File: config.mk
export PLATFORM = sky130hd
export DESIGN_NAME = countdown_timer
export DESIGN_NICKNAME = d
export VERILOG_FILES = /design/src/rtl/countdown_timer.sv
export SDC_FILE = /design/constraint.sdc
export NUM_CORES = 1
export LEC_CHECK = 0
export ABC_AREA = 1
export BUFFER_PORTS_ARGS = -buffer_cell sky130_fd_sc_hd__buf_2
export CAP_MARGIN = 20
export CORE_MARGIN = 2
export CORE_UTILIZATION = 36
export CTS_BUF_LIST = sky130_fd_sc_hd__clkbuf_16
export DETAILED_ROUTE_END_ITERATION = 12
export HOLD_SLACK_MARGIN = 0.05
export REMOVE_ABC_BUFFERS = 1
export SLEW_MARGIN = 20
export SYNTH_ARGS = -nofsm -noshare
export SYNTH_HDL_FRONTEND = slang
export SYNTH_SLANG_ARGS = --single-unit
File: constraint.sdc
create_clock -name clk -period 1.9 [get_ports clk]
set_clock_uncertainty 0.15 [all_clocks]
set_input_delay 0.285 -clock clk [delete_from_list [all_inputs] [get_ports clk]]
set_output_delay 0.285 -clock clk [all_outputs]
set_load 0.01 [all_outputs]
File: src/rtl/countdown_timer.sv
// Loadable N-bit down-counter with a one-cycle terminal-count pulse and optional auto-reload.
// Intended for tick generation: baud ticks, debounce windows and timeouts.
module countdown_timer #(
  parameter int unsigned N = 8
) (
  input  logic         clk,
  input  logic         rst,
  input  logic         ena,
  input  logic         load,
  input  logic [N-1:0] load_value,
  input  logic         auto_reload,
  input  logic         stop,
  output logic [N-1:0] count,
  output logic         busy,
  output logic         done,
  output logic         expired
);

  typedef enum logic [1:0] {
    StIdle    = 2'd0,
    StRunning = 2'd1,
    StExpired = 2'd2
  } state_e;

  localparam logic [N-1:0] CountZero = '0;
  localparam logic [N-1:0] CountOne  = {{(N-1){1'b0}}, 1'b1};

  state_e       state_q, state_d;
  logic [N-1:0] count_q, count_d;
  logic [N-1:0] reload_q, reload_d;
  logic         done_q, done_d;

  logic         terminal;

  // Terminal event: the enabled decrement that would take the count from 1 to 0.
  assign terminal = (state_q == StRunning) && ena && (count_q == CountOne);

  always_comb begin
    state_d  = state_q;
    count_d  = count_q;
    reload_d = reload_q;
    done_d   = 1'b0;

    if (load) begin
      count_d  = load_value;
      reload_d = load_value;
      state_d  = (load_value != CountZero) ? StRunning : StIdle;
    end else if (stop) begin
      state_d = StIdle;
    end else begin
      unique case (state_q)
        StRunning: begin
          if (terminal) begin
            done_d = 1'b1;
            if (auto_reload) begin
              count_d = reload_q;
            end else begin
              count_d = CountZero;
              state_d = StExpired;
            end
          end else if (ena && (count_q != CountZero)) begin
            count_d = count_q - CountOne;
          end
        end
        StExpired: begin
          count_d = CountZero;
        end
        StIdle: begin
          state_d = StIdle;
        end
        default: begin
          state_d = StIdle;
        end
      endcase
    end
  end

  always_ff @(posedge clk) begin
    if (!rst) begin
      state_q  <= StIdle;
      count_q  <= '0;
      reload_q <= '0;
      done_q   <= 1'b0;
    end else begin
      state_q  <= state_d;
      count_q  <= count_d;
      reload_q <= reload_d;
      done_q   <= done_d;
    end
  end

  assign count   = count_q;
  assign done    = done_q;
  assign busy    = (state_q == StRunning);
  assign expired = (state_q == StExpired);

endmodule

==> results of run 1 <==
==> state kept, by name (all words and copies together), names as in the netlist <==
signal    cells
done          1
count         8
reload_q      8
state_q       2
==> cells in the final DEF, fill, tap and decap left out, types with 2 or more instances in the layout <==
cell type  count
buf_2         24
buf_4          4
nor2_1        17
nand2_2        5
nand3b_1       2
nor4_1         2
ha_1           2
nand4_1        2
clkbuf_16      3
a21oi_1       14
inv_2          3
nand3_2        2
nor2_2         4
clkinv_2       3
dfxtp_1       19
inv_1         10
nand3_1       21
o21ai_0        2
nand2_1       71
==> Yosys cell counts <==
| master | count | area share, % |
|---|---|---|
| nand2_1 | 71 | 22 |
| nand3_1 | 21 | 8.7 |
| dfxtp_1 | 19 | 32 |
| nor2_1 | 17 | 5.3 |
| a21oi_1 | 14 | 5.8 |
| inv_1 | 12 | 3.7 |
| nand2_2 | 5 | 2.6 |
| nor2_2 | 4 | 2.1 |
| ha_1 | 3 | 3.1 |
| buf_6 | 2 | 1.9 |
| clkbuf_1 | 2 | 0.62 |
| clkinv_2 | 2 | 0.83 |
| nand3_2 | 2 | 1.7 |
| nand3b_1 | 2 | 1.2 |
| nand4_1 | 2 | 1.0 |
| nor4_1 | 2 | 1.0 |
| o21ai_0 | 2 | 0.83 |
| buf_2 | 1 | 0.42 |
| inv_2 | 1 | 0.31 |
| nor2_4 | 1 | 0.94 |
| nor2_8 | 1 | 1.7 |
| nor3_1 | 1 | 0.42 |
| o211a_1 | 1 | 0.83 |
| o21ai_1 | 1 | 0.42 |
| xnor2_1 | 1 | 0.73 |
==> power by group <==
group / internal, mW / switching, mW / total [mW]
clock network: 0.282 / 0.150 / 0.432
registers: 0.425 / 0.0310 / 0.456
logic: 0.114 / 0.186 / 0.300
total: 0.821 / 0.367 / 1.19
==> per-stage QoR <==
step | instances | total power [mW] | hold WS [ns] | cell area, um2 | setup slack, ns
2_1_floorplan | 185 | 0.661 | 0.274 | 1170 | 0.142
3_3_place_gp | 257 | 0.764 | 0.299 | 1370 | 0.187
3_5_place_dp | 257 | 0.761 | 0.304 | 1370 | 0.156
4_1_cts | 261 | 1.20 | 0.167 | 1450 | 0.133
5_1_grt | 261 | 1.26 | 0.187 | 1460 | 0.0120
6_report | 261 | 1.19 | 0.171 | 1460 | 0.158
==> worst max-delay path: stages (launching register included) <==
cell     delay [ns]
dfxtp_1        0.42
ha_2           0.23
nand2_1        0.07
nor2_2         0.12
nand3_2        0.09
nand3_1        0.10
nand2_2        0.14
buf_4          0.18
nand2_1        0.05
a21oi_1        0.06
==> worst paths after layout <==
path                      start     endpoint  slack [ns]  cells past startpoint
hold reg to reg     reload_q[2]  reload_q[2]        0.31                      2
setup reg to reg       count[0]     count[1]        0.16                      9
setup / recovery       count[0]     count[1]        0.16                      9
hold / removal    load_value[3]  reload_q[3]        0.17                      3
==> cells by family (layout without fill, tap and decap cells) <==
logic type / Yosys count / after routing / share of synthesized area (%)
xor+xnor: 1 / 1 / 0.728
flops: 19 / 19 / 31.6
compound gates: 18 / 18 / 7.90
buf+inv: 20 / 47 / 7.80
fa+ha+maj: 3 / 3 / 3.12
simple gates: 129 / 129 / 48.9
==> layer usage <==
layer,GRT usage (%),routed length (um)
met1,25.4,1640
met4,6.69,51
met2,27.2,1230
met5,0,0
met3,1.86,74
==> area by class of cell <==
type	instances	share of cell area (%)
clock buffer	3	5.15
clock inverter	1	0.344
inverter	15	4.04
multi-input combinational	151	50.3
sequential	19	26.1
tap	44	3.78
timing repair buffer	28	10.3
==> summary.md, run 1 <==
| Metric | Value |
|---|---|
| Run status | `finished, final reports clean` |
| Fraction of layout cells with a size suffix above 1 | `23.5%` |
| Vias per cell | `4.68` |
| Cells after synthesis | `190` |
| Final core occ | `a little under half` |
| CP Capture Type | `flip-flop` |
| Clk sink count | `19` |
| First-pass GRT wire length | `5010 um` |
| Vias in the first global route | `1120` |
| CP max FO | `9` |
| WP data arrival | `1.70 ns` |
| Die Span Y | `approximately 62 um` |
| Inserted Diodes | `0` |
| Final Cycle Share | `between 90% and 100%` |
| Fmax | `roughly 570 MHz` |
| Die width | `61.8 um` |
| DRC Markers | `0` |
| Total track usage | `around 18%` |
| Worst rel slew slack | `between 60% and 70%` |
| Post-synth cell types | `25` |
| Core area | `0.00313 mm2` |
| Ys Warns | `0` |
| Antenna violations before repair | `0` |
| Clock Latency Late Sink | `0.25 ns` |
| Via Count | `1222` |
| Final Max Slew Viols | `0` |
| DRT iter0 DRCs | `between 60 and 70` |
| Post_cts resized | `0` |
| Max Cap Violations | `0` |
| Post-Syn Area | `0.00120 mm2` |
| Setup Fix Bufs, Post-CTS | `0` |
| H-tree levels | `1` |
| RePlAce Congestion | `0.852` |
| Pwr/cell area | `816 mW/mm2` |
| Routed wire per std cell | `11.5 um` |
| Drt total wl | `between 2000 and 3000 um` |
| Layout Nets | `235` |
| Io pins | `25` |
| CTS tree | `built` |
| Slew @ Worst Pin | `0.507 ns` |
| Initial core utilization | `38.5%` |
| Multi-input logic area | `732 um2` |
| Row count | `20` |
| Endpoints failing setup | `0` |
| Clock tree buffer depth | `2` |
| GRT overflow | `0` |
| Setup TNS Final | `0 ns` |
| Cts hold-fix bufs | `0` |
| WP data required | `1.86 ns` |
| Kind of critical path | `flip-flop to flip-flop` |
| Hold Path Class | `input port to flip-flop` |
| Register Area | `approximately 380 um2` |
| Hold Vio Cnt, Final | `0` |
| Shortest period the worst path allows | `1.74 ns` |
| Leak | `0.704 nW` |
| Die ar. | `0.00382 mm2` |
| Crit start category | `flip-flop` |
| Layout fillers | `348` |
| First drt pass iteration count | `4` |
| Largest net degree at the start of global routing | `17` |
| Area Growth Syn to Fin | `21.0%` |
| Worst-path clk slew | `around 0.060 ns` |
| VDD IR max | `0.341 mV` |
| Number of buffers added on ports | `24` |
| Synthesized area per cell | `roughly 6.3 um2` |
| Antenna viol nets, final | `0` |
| Yosys reg bits | `19` |
| Register area share after synthesis | `31.6%` |
| RSZ-0062 raised after global routing | `no` |
| Root buf cell | `clkbuf_16` |
| HPWL Detailed | `roughly 2300 um` |
| Inserted Clock Buffers | `3` |
No activity file was read; power rests on OpenSTA's default activity.
==> run 2, diff against run 1 <==
CORE_ASPECT_RATIO = 0.75   (was not set)
==> run 2 against run 1 <==
Against the previous run: core utilization shrank 0.73 points; power grew 2.2%; wire length grew 7.8%; clock power grew 2%; die area grew 0.14%; combinational power grew 8.3%; register-to-register slack gained 0.02 ns; highest routed layer unchanged; setup slack gained 0.017 ns; critical path depth grew 3.
==> summary.md, run 2 (synthesis gave the netlist of run 1 again) <==
| Metric | Value |
|---|---|
| Run status | `finished, final reports clean` |
| Worst-path clk slew | `0.06 ns (about the same)` |
| Inserted Clock Buffers | `3 (unchanged)` |
| Fmax | `580 MHz (+1.0%)` |
| Final Hold Slack | `0.159 ns (-0.0128 ns)` |
| Initial core utilization | `37.1% (-1.4 points)` |
| Worst rel slew slack | `65.4% (-0.76 points)` |
| Vias in the first global route | `1186 (+5.9%)` |
| CP most frequent cell | `nand2_1` |
| CTS tree | `built` |
| Layout Nets | `239 (+1.7%)` |
| Setup TNS Final | `0 ns (unchanged)` |
| Inserted Diodes | `0 (unchanged)` |
| Multi-input logic area | `737 um2 (+0.68%)` |
| Clk sink count | `19 (unchanged)` |
| CP max FO | `6 (-3)` |
| Via Count | `1284 (+5.1%)` |
| Shortest period the worst path allows | `1.72 ns (-0.0172 ns)` |
| Slew @ Worst Pin | `0.519 ns (+0.0114 ns)` |
| Core area | `0.00324 mm2 (+3.7%)` |
| Hold depth | `3 (unchanged)` |
| Clock Latency Late Sink | `0.25 ns (about the same)` |
| Hold Vio Cnt, Final | `0 (unchanged)` |
| Root buf cell | `clkbuf_16` |
| Layout fillers | `369 (+6.0%)` |
| Total track usage | `18.9% (+1.2 points)` |
| HPWL Detailed | `2530 um (+8.8%)` |
| VDD IR max | `0.385 mV (+13%)` |
| Fraction of layout cells with a size suffix above 1 | `24.9% (+1.4 points)` |
| Vias per cell | `4.92 (+5.1%)` |
| Final Max Slew Viols | `0 (unchanged)` |
| Hold Path Class | `input port to flip-flop` |
| GRT overflow | `0 (unchanged)` |
| Die Span Y | `54.1 um (-13%)` |
| Register Area | `380 um2 (unchanged)` |
| WP data required | `1.88 ns (+0.02 ns)` |
| Leak | `0.727 nW (+3.3%)` |
| Io pins | `25 (unchanged)` |
| Routed wire per std cell | `12.4 um (+7.8%)` |
| First-pass GRT wire length | `5550 um (+11%)` |
| Worst-path cell chain | `inv_2 -> ha_2 -> nand2_1 -> nor2_2 -> nand3_2 -> buf_4 -> nand2_1 -> nand2_1 -> nand2_1 -> nor2_1 -> nor2_1 -> nor2_1` |
| Slowest cell on the critical path | `dfxtp_1` |
| Clock tree buffer depth | `2 (unchanged)` |
| Antenna viol nets, final | `0 (unchanged)` |
| Crit start category | `flip-flop` |
| Row count | `18 (-10%)` |
| H-tree levels | `1 (unchanged)` |
| Largest net degree at the start of global routing | `17 (unchanged)` |
| Area Growth Syn to Fin | `23.5%` |
| Number of buffers added on ports | `24 (unchanged)` |
| Commonest non-fill, non-tap cell in the layout | `nand2_1` |
| Kind of critical path | `flip-flop to flip-flop` |
| Pwr/cell area | `817 mW/mm2 (+0.16%)` |
| Antenna violations before repair | `0 (unchanged)` |
| Die width | `70.8 um (+14%)` |
| Power Total | `1.21 mW (+2.2%)` |
| Commonest cells after routing, fill and taps aside | `nand2_1 (71), buf_2 (24), nand3_1 (21), dfxtp_1 (19), nor2_1 (17)` |
| R2R depth | `12 (+3)` |
| DRT iter0 DRCs | `69 (+1.5%)` |
| Drt total wl | `3230 um (+7.8%)` |
| Cell depth of the worst setup path | `12 (+3)` |
| Endpoints failing setup | `0 (unchanged)` |
| Max Cap Violations | `0 (unchanged)` |
| Final Cycle Share | `90.8% (-0.90 points)` |
| Design area | `0.00149 mm2 (+2.1%)` |
| RSZ-0062 raised after global routing | `no` |
| CP Capture Type | `flip-flop` |
| RePlAce Congestion | `0.805 (-5.5%)` |
| Top cell family by delay on the critical path | `simple AND/OR/NAND/NOR gates` |
| First drt pass iteration count | `4 (unchanged)` |
| Die ar. | `0.00383 mm2 (+0.14%)` |
| WP data arrival | `1.70 ns (about the same)` |
| Cell Area, Placed | `0.00139 mm2 (+1.3%)` |
| DRC Markers | `0 (unchanged)` |
| CP peak stage delay | `0.34 ns (-0.08 ns)` |
| Worst path bufs/invs | `2 (+1)` |
run 2: changes by cell type in the layout (fill, tap and decap cells not counted), sizes merged:
cell | previous run | this run
buf | 28 | 32
run 2: worst min-delay path, delay by kind of cell:
kind	cells	cell delay, ns
AO/OA/AOI/OAI	1	0.10
buffers and inverters	1	0.09
AND/OR/NAND/NOR	1	0.05
run 2: path summary, 6_finish.rpt:
| check | from | endpoint | slack, ns |
|---|---|---|---|
| worst max-delay path | count[1] | count[6] | 0.18 |
| worst min-delay path | stop | state_q[1] | 0.16 |
| worst max register to register | count[1] | count[6] | 0.18 |
| worst min register to register | reload_q[1] | reload_q[1] | 0.31 |
run 2: layout make-up:
type	instances	share of cell area, %
tap	40	3.37
inverter	15	3.96
multi-input combinational	151	49.6
clock inverter	1	0.337
timing repair buffer	32	12.1
clock buffer	3	5.05
sequential	19	25.6
run 2: per-stage QoR:
| stage | setup slack (ns) | instances | utilization (%) |
|---|---|---|---|
| 5_1_grt | 0.0185 | 261 | 45.8 |
| 2_1_floorplan | 0.142 | 185 | - |
| 3_5_place_dp | 0.0658 | 256 | 42.9 |
| 6_report | 0.175 | 261 | 45.8 |
| 3_3_place_gp | 0.128 | 256 | 42.9 |
| 4_1_cts | 0.0461 | 260 | 45.4 |
run 2: power breakdown:
| part | internal [mW] | switching, mW |
|---|---|---|
| combinational | 0.123 | 0.202 |
| sequential | 0.425 | 0.0227 |
| clock | 0.282 | 0.160 |
| total | 0.830 | 0.385 |
run 2: timing repair:
item	CTS	global route
endpoints found under the setup margin	0	8
hold buffers	0	0
resized for setup	0	4
buffers inserted	0	1
run 2: per-layer routing:
metal / track usage (%) / share of wire [%] / routed length [um]
met5: 0 / 0 / 0
met4: 4.72 / 0.84 / 27
met3: 4.31 / 4.1 / 134
met2: 29.1 / 42 / 1370
met1: 26.8 / 53 / 1700
